## config.mk

```make
export PLATFORM = sky130hd
export DESIGN_NAME = apb_accum_array
export DESIGN_NICKNAME = d
export VERILOG_FILES = /design/src/rtl/apb_accum_pkg.sv /design/src/rtl/apb_accum_channel.sv /design/src/rtl/apb_accum_array.sv
export SDC_FILE = /design/constraint.sdc
export NUM_CORES = 2
export LEC_CHECK = 0
export ABC_CLOCK_PERIOD_IN_PS = 3250
export CAP_MARGIN = 20
export CORE_AREA = 2 2 263 265
export DETAILED_ROUTE_END_ITERATION = 16
export DIE_AREA = 0 0 265 267
export PLACE_DENSITY = 0.63
export SLEW_MARGIN = 5
export SYNTH_ARGS = -nofsm -noshare
export SYNTH_HDL_FRONTEND = slang
export SYNTH_SLANG_ARGS = --single-unit
```

## constraint.sdc

```tcl
create_clock -name PCLK -period 3.25 [get_ports PCLK]
set_clock_uncertainty 0.1 [all_clocks]
set_input_delay 0.975 -clock PCLK [delete_from_list [all_inputs] [get_ports PCLK]]
set_output_delay 0.975 -clock PCLK [all_outputs]
set_load 0.02 [all_outputs]
```

## src/rtl/apb_accum_pkg.sv

```systemverilog
// Shared types and register-map constants for the multi-channel APB accumulator.
package apb_accum_pkg;

  typedef enum logic [1:0] {
    OP_OR  = 2'b00,
    OP_AND = 2'b01,
    OP_XOR = 2'b10,
    OP_ADD = 2'b11
  } op_e;

  typedef enum logic {
    IDLE = 1'b0,
    ACK  = 1'b1
  } bus_state_e;

  localparam logic [3:0] OFS_DATA   = 4'h0;
  localparam logic [3:0] OFS_CTRL   = 4'h4;
  localparam logic [3:0] OFS_RESULT = 4'h8;
  localparam logic [3:0] OFS_STATUS = 4'hC;

  localparam int CTRL_START  = 0;
  localparam int CTRL_CLR    = 1;
  localparam int CTRL_OP_LSB = 2;
  localparam int CTRL_SAT    = 4;
  localparam int CTRL_IE     = 5;

  localparam int ST_BUSY = 0;
  localparam int ST_DONE = 1;
  localparam int ST_OVF  = 2;

endpackage

```

## src/rtl/apb_accum_channel.sv

```systemverilog
// One accumulator channel: DATA/CTRL/RESULT/STATUS registers, latency down-counter and ALU.
// Write strobes arrive already qualified; START/CLR while busy are filtered upstream.
module apb_accum_channel
  import apb_accum_pkg::*;
#(
  parameter int DATA_W = 32,
  parameter int OP_LAT = 2
) (
  input  logic              clk,
  input  logic              rst,
  input  logic              wr_data,
  input  logic              wr_ctrl,
  input  logic              wr_status,
  input  logic [DATA_W-1:0] wdata,
  output logic [DATA_W-1:0] data,
  output logic [DATA_W-1:0] ctrl,
  output logic [DATA_W-1:0] result,
  output logic [DATA_W-1:0] status,
  output logic              busy,
  output logic              irq_req
);

  localparam int CNT_W = (OP_LAT > 1) ? $clog2(OP_LAT) : 1;
  localparam logic [CNT_W-1:0] CNT_LOAD = CNT_W'(OP_LAT - 1);

  logic [DATA_W-1:0] data_q, result_q, operand_q, alu_res;
  logic [DATA_W:0]   sum;
  logic [CNT_W-1:0]  cnt_q;
  op_e               op_q, run_op_q;
  logic              sat_q, ie_q, run_sat_q, busy_q, done_q, ovf_q, alu_carry;

  always_comb begin
    sum       = {1'b0, result_q} + {1'b0, operand_q};
    alu_res   = '0;
    alu_carry = 1'b0;
    case (run_op_q)
      OP_OR:  alu_res = result_q | operand_q;
      OP_AND: alu_res = result_q & operand_q;
      OP_XOR: alu_res = result_q ^ operand_q;
      OP_ADD: begin
        alu_carry = sum[DATA_W];
        alu_res   = (sum[DATA_W] && run_sat_q) ? '1 : sum[DATA_W-1:0];
      end
      default: alu_res = '0;
    endcase
  end

  always_ff @(posedge clk) begin
    if (rst) begin
      data_q    <= '0;
      result_q  <= '0;
      operand_q <= '0;
      cnt_q     <= '0;
      op_q      <= OP_OR;
      run_op_q  <= OP_OR;
      sat_q     <= 1'b0;
      ie_q      <= 1'b0;
      run_sat_q <= 1'b0;
      busy_q    <= 1'b0;
      done_q    <= 1'b0;
      ovf_q     <= 1'b0;
    end else begin
      if (wr_data) data_q <= wdata;
      if (wr_ctrl) begin
        op_q  <= op_e'(wdata[CTRL_OP_LSB +: 2]);
        sat_q <= wdata[CTRL_SAT];
        ie_q  <= wdata[CTRL_IE];
        if (wdata[CTRL_CLR]) result_q <= '0;
        // The running op uses the fields of the START write itself, not later CTRL contents.
        if (wdata[CTRL_START]) begin
          operand_q <= data_q;
          run_op_q  <= op_e'(wdata[CTRL_OP_LSB +: 2]);
          run_sat_q <= wdata[CTRL_SAT];
          busy_q    <= 1'b1;
          cnt_q     <= CNT_LOAD;
        end
      end
      if (wr_status) begin
        if (wdata[ST_DONE]) done_q <= 1'b0;
        if (wdata[ST_OVF])  ovf_q  <= 1'b0;
      end
      // Completion comes after the W1C so a same-cycle set wins.
      if (busy_q) begin
        if (cnt_q == '0) begin
          result_q <= alu_res;
          busy_q   <= 1'b0;
          done_q   <= 1'b1;
          if (alu_carry) ovf_q <= 1'b1;
        end else begin
          cnt_q <= cnt_q - 1'b1;
        end
      end
    end
  end

  always_comb begin
    ctrl                      = '0;
    ctrl[CTRL_OP_LSB +: 2]    = op_q;
    ctrl[CTRL_SAT]            = sat_q;
    ctrl[CTRL_IE]             = ie_q;
    status                    = '0;
    status[ST_BUSY]           = busy_q;
    status[ST_DONE]           = done_q;
    status[ST_OVF]            = ovf_q;
  end

  assign data    = data_q;
  assign result  = result_q;
  assign busy    = busy_q;
  assign irq_req = done_q & ie_q;

endmodule

```

## src/rtl/apb_accum_array.sv

```systemverilog
// APB3 slave with NUM_CH accumulator channels: address decode, bus FSM, read mux, irq.
// state | meaning
// IDLE  | waiting for PSEL&PENABLE; response and write commit taken on exit
// ACK   | PREADY=1 for one cycle, then back to IDLE unconditionally
module apb_accum_array
  import apb_accum_pkg::*;
#(
  parameter int DATA_W = 32,
  parameter int NUM_CH = 4,
  parameter int ADDR_W = 8,
  parameter int OP_LAT = 2
) (
  input  logic              PCLK,
  input  logic              PRESET,
  input  logic              PSEL,
  input  logic              PENABLE,
  input  logic              PWRITE,
  input  logic [ADDR_W-1:0] PADDR,
  input  logic [DATA_W-1:0] PWDATA,
  output logic [DATA_W-1:0] PRDATA,
  output logic              PREADY,
  output logic              PSLVERR,
  output logic              irq
);

  localparam int CH_W = ADDR_W - 4;
  localparam logic [CH_W:0] NUM_CH_W = (CH_W+1)'(NUM_CH);

  bus_state_e        state_q;
  logic [CH_W-1:0]   ch_idx;
  logic [3:0]        ofs;
  logic              access, ch_ok, sel_busy, err, commit;
  logic [DATA_W-1:0] rd_mux;
  logic [DATA_W-1:0] ch_data [NUM_CH];
  logic [DATA_W-1:0] ch_ctrl [NUM_CH];
  logic [DATA_W-1:0] ch_res  [NUM_CH];
  logic [DATA_W-1:0] ch_stat [NUM_CH];
  logic [NUM_CH-1:0] ch_busy, ch_irq;

  assign ch_idx = PADDR[ADDR_W-1:4];
  assign ofs    = PADDR[3:0];
  assign ch_ok  = {1'b0, ch_idx} < NUM_CH_W;
  assign access = (state_q == IDLE) && PSEL && PENABLE;

  always_comb begin
    sel_busy = 1'b0;
    rd_mux   = '0;
    for (int i = 0; i < NUM_CH; i++) begin
      if (ch_ok && ch_idx == CH_W'(i)) begin
        sel_busy = ch_busy[i];
        case (ofs)
          OFS_DATA:   rd_mux = ch_data[i];
          OFS_CTRL:   rd_mux = ch_ctrl[i];
          OFS_RESULT: rd_mux = ch_res[i];
          OFS_STATUS: rd_mux = ch_stat[i];
          default:    rd_mux = '0;
        endcase
      end
    end
  end

  assign err = (ofs[1:0] != 2'b00) || !ch_ok
            || (PWRITE && ofs == OFS_RESULT)
            || (PWRITE && ofs == OFS_CTRL && sel_busy
                && (PWDATA[CTRL_START] || PWDATA[CTRL_CLR]));
  assign commit = access && PWRITE && !err;

  for (genvar g = 0; g < NUM_CH; g++) begin : g_ch
    logic hit;
    assign hit = commit && (ch_idx == CH_W'(g));
    apb_accum_channel #(
      .DATA_W(DATA_W),
      .OP_LAT(OP_LAT)
    ) u_ch (
      .clk      (PCLK),
      .rst      (PRESET),
      .wr_data  (hit && ofs == OFS_DATA),
      .wr_ctrl  (hit && ofs == OFS_CTRL),
      .wr_status(hit && ofs == OFS_STATUS),
      .wdata    (PWDATA),
      .data     (ch_data[g]),
      .ctrl     (ch_ctrl[g]),
      .result   (ch_res[g]),
      .status   (ch_stat[g]),
      .busy     (ch_busy[g]),
      .irq_req  (ch_irq[g])
    );
  end

  always_ff @(posedge PCLK) begin
    if (PRESET) begin
      state_q <= IDLE;
      PREADY  <= 1'b0;
      PSLVERR <= 1'b0;
      PRDATA  <= '0;
    end else begin
      case (state_q)
        IDLE: begin
          if (access) begin
            state_q <= ACK;
            PREADY  <= 1'b1;
            PSLVERR <= err;
            PRDATA  <= (PWRITE || err) ? '0 : rd_mux;
          end
        end
        ACK: begin
          state_q <= IDLE;
          PREADY  <= 1'b0;
          PSLVERR <= 1'b0;
          PRDATA  <= '0;
        end
        default: state_q <= IDLE;
      endcase
    end
  end

  assign irq = |ch_irq;

endmodule

```

==> impl_metrics.toml <==
[route]
first_iter_violations = 3162
viasPerCell = 6.06
wl_per_cell_um = 22.4
drcViolationCount = 0
vias = 32122
routed_wl_um = 119000
drt-pass1-iter-count = 8
ant_nets = 0

[global_routing]
grt_pass1_wl_um = 178000
met2_usage = 0.502
grt_max_degree = 72
grtUsageMet3 = 0.0638
grt_overflow_total = 0
track_usage = 0.324
antenna_found_initial = 0
grt_pass1_vias = 29568
gr-max-usage-layer = "met2"
grt_use_met1 = 0.437

[cts]
cts_root_buf = "clkbuf_16"
cts_buffer_depth = 3
cts_sinks = 463
clk_pin_slew_worst_paths_ps = 60
htreeDepth = 2
clk_latency_ps = 630
cts_buffers = 52
hold_buffers = 0
cts_tree = "built"

[synth]
synth_common_cells = "nand2_1 (793), a21oi_1 (531), dfxtp_1 (463), inv_1 (318), ha_1 (256)"
postSynthNetCount = 4400
synth_flop_cell = "dfxtp_1"
ys_ff_latch = 463
yosysSeqAreaShare = 0.305
synthTopCellsByArea = "dfxtp_1 (30%), ha_1 (11%), nand2_1 (9.8%)"
syn_inst = 4095
synth_cell_types = 93
syn_area_per_cell_sq_um = 7.43
synth-edff-count = 0
ys_warn_count = 0
synth.top_cell.area_share = 0.305
synthArstFlopShare = 0
synth_top_area_cell = "dfxtp_1"
synth_most_common_cell = "nand2_1"
synth_area_sq_um = 30400

[floorplanning]
fp.dieH_um = 267
die_w_um = 265
io-pin-count = 80
die-area_sq_um = 70800
start_util = 0.447
core-area_sq_um = 68000
row_count = 96

[worst_hold_path]
hold_depth = 2
hold_path_class = "reg2reg"

[cells_and_area]
nets = 4678
final_core_util = 0.549
syn_to_final_growth_pct = 22.8
drive_gt1_frac = 0.157
fillers = 6454

[placed_design]
dpl.hpwl_um = 86300
port_buffers = 79
dpl_worst_slack_ps = -688
place_congestion = 1.02

[timing]
finalHoldViolations = 0
fmax_mhz = 307
relSlewSlack = 0.441
slew_viol_final = 0
post-route-period-util = 1.00
worstMarginPinSlew_ps = 837
layout_setup_ws_ps = -6.26
rsz0062_at_grt = "true"
final.min_clock_period_ps = 3260
finalSetupViolCount = 1

[power_and_ir_drop]
p_leak_uw = 0.0145
peakVddDrop_mv = 0.438
powerDensity_nw_per_um2 = 351

[worst_setup_path]
path_class = "reg2reg"
reg2reg_slack_ps = -6
crit_required_ps = 3650
reg2regPathDepth = 16
timing.rr.end = "g_ch[2].u_ch.result[15]"
cp_cell_sequence = "ha_4, inv_2, fa_2, nor2b_4, o31a_1, o31ai_4, a22oi_2, buf_6, a31o_4, a31oi_4, nand3b_1, buf_6, buf_8, buf_6, o31ai_2, a22o_1"
worst_path_dominant_cell_family = "compound AO/OA/AOI/OAI gates"
crit_path_end = "g_ch[2].u_ch.result[15]"
crit_buf_inv = 5
crit_arrival_ps = 3660
end_kind = "register"
cp_slowest_cell = "o31a_1"
path_max_fanout = 5
path_depth = 16
cp-start-kind = "register"
cpPeakStageDelay_ps = 350
reg2reg_from = "g_ch[2].u_ch.operand_q[0]"
startpoint = "g_ch[2].u_ch.operand_q[0]"
cpMostUsedCell = "buf_6"

[job]
maxCapViolations = 0

[run_status]
violations = "setup timing"
status = "finished with violations"
==> stage by stage <==
stage               power, uW  hold slack (ps)  instance area, sq um  setup TNS (ps)  std cells
floorplan                6040              336                 30400               0       4095
global placement         6470              345                 34700         -214910       5185
detailed placement       6470              350                 34700         -211340       5185
CTS                     13100              351                 36700           -12.9       5283
global route            13400              375                 37300           -1480       5297
finish                  13100              355                 37300           -6.26       5299
==> what timing repair did <==
| action | CTS | global route |
|---|---|---|
| gates resized for setup | 14 | 129 |
| gates cloned | 0 | 2 |
| pin swaps | 1 | 46 |
| buffers inserted | 2 | 12 |
| endpoints found under the setup margin | 59 | 279 |
==> state kept, by name (all words and copies together) (netlist names) <==
signal / count
g_ch.u_ch.result: 128
PREADY: 1
PSLVERR: 1
PRDATA: 32
g_ch.u_ch.run_op_q: 8
g_ch.u_ch.ie_q: 4
g_ch.u_ch.done_q: 4
g_ch.u_ch.sat_q: 4
g_ch.u_ch.operand_q: 128
g_ch.u_ch.run_sat_q: 4
state_q: 1
g_ch.u_ch.ovf_q: 4
g_ch.u_ch.busy: 4
g_ch.u_ch.data: 128
g_ch.u_ch.cnt_q: 4
g_ch.u_ch.op_q: 8
==> cell families (layout without fill, tap and decap cells) <==
| group | Yosys count | in the layout | synth area share |
|---|---|---|---|
| adders and majority gates | 260 | 260 | 0.108 |
| xor gates and xnor gates | 11 | 11 | 0.00317 |
| other | 0 | 2 | 0 |
| muxes | 39 | 39 | 0.0131 |
| DFF | 463 | 463 | 0.305 |
| buffers and inverters | 613 | 933 | 0.0781 |
| AOI/OAI and AO/OA | 1448 | 1448 | 0.319 |
| and+or+nand+nor | 1261 | 1261 | 0.174 |
==> worst register-to-register path: stages, from the launching register on <==
cell and delay, ps:
dfxtp_2 340, ha_4 160, inv_2 50, fa_2 230, nor2b_4 50, o31a_1 350, o31ai_4 330, a22oi_2 110
buf_6 150, a31o_4 260, a31oi_4 200, nand3b_1 180, buf_6 170, buf_8 130, buf_6 90, o31ai_2 50
a22o_1 190
==> worst min path at each step <==
stage / from / slack, ps / endpoint
after floorplan: g_ch[2].u_ch.run_sat_q / 340 / g_ch[2].u_ch.run_sat_q
after global placement: PRDATA[2] / 340 / PRDATA[2]
after detailed placement: g_ch[2].u_ch.run_sat_q / 350 / g_ch[2].u_ch.run_sat_q
after CTS: g_ch[3].u_ch.data[6] / 350 / g_ch[3].u_ch.operand_q[6]
after global routing: g_ch[3].u_ch.data[6] / 380 / g_ch[3].u_ch.operand_q[6]
final: g_ch[3].u_ch.data[6] / 360 / g_ch[3].u_ch.operand_q[6]
==> power breakdown <==
group,leakage (uW),switching [uW],internal [uW]
Sequential,0.00373,2.56,5680
Combinational,0.00987,490,210
Clock,0.000944,2610,4130
==> layer usage <==
metal / vias up / wire [um] / part of all wire
li1: 15113 / - / -
met5: - / 0 / 0
met4: 0 / 5440 / 0.046
met2: 1494 / 51600 / 0.43
met3: 255 / 11300 / 0.095
met1: 15260 / 50300 / 0.42
==> cells in the final DEF (no fill, tap or decap), drive strengths merged, types with 22 or more instances in the layout <==
cell type | Yosys | routed
dfxtp | 463 | 463
a22oi | 35 | 35
o31ai | 22 | 22
clkdlybuf4s50 | 0 | 76
a21o | 110 | 110
a221o | 35 | 35
inv | 319 | 323
nor2 | 236 | 236
a22o | 29 | 29
nor3 | 38 | 38
o32ai | 39 | 39
a31oi | 43 | 43
ha | 256 | 256
nand2 | 795 | 795
a21oi | 531 | 531
o21ai | 184 | 184
mux2i | 33 | 33
and3 | 24 | 24
nand3 | 47 | 47
a32oi | 42 | 42
a221oi | 135 | 135
buf | 38 | 437
clkbuf | 253 | 67
o22ai | 25 | 25
a211oi | 46 | 46
o211ai | 32 | 32
==> area by class of cell <==
cell class | count | area, sq um | share of cell area
multi-input combinational | 3019 | 19400 | 0.519
sequential | 463 | 9290 | 0.249
timing repair buffer | 515 | 4430 | 0.119
clock buffer | 66 | 1460 | 0.0390
inverter | 322 | 1210 | 0.0324
tap | 882 | 1100 | 0.0296
clock inverter | 30 | 483 | 0.0129
antenna | 2 | 5.00 | 0.000134
Power figures use the tool's default switching activity.
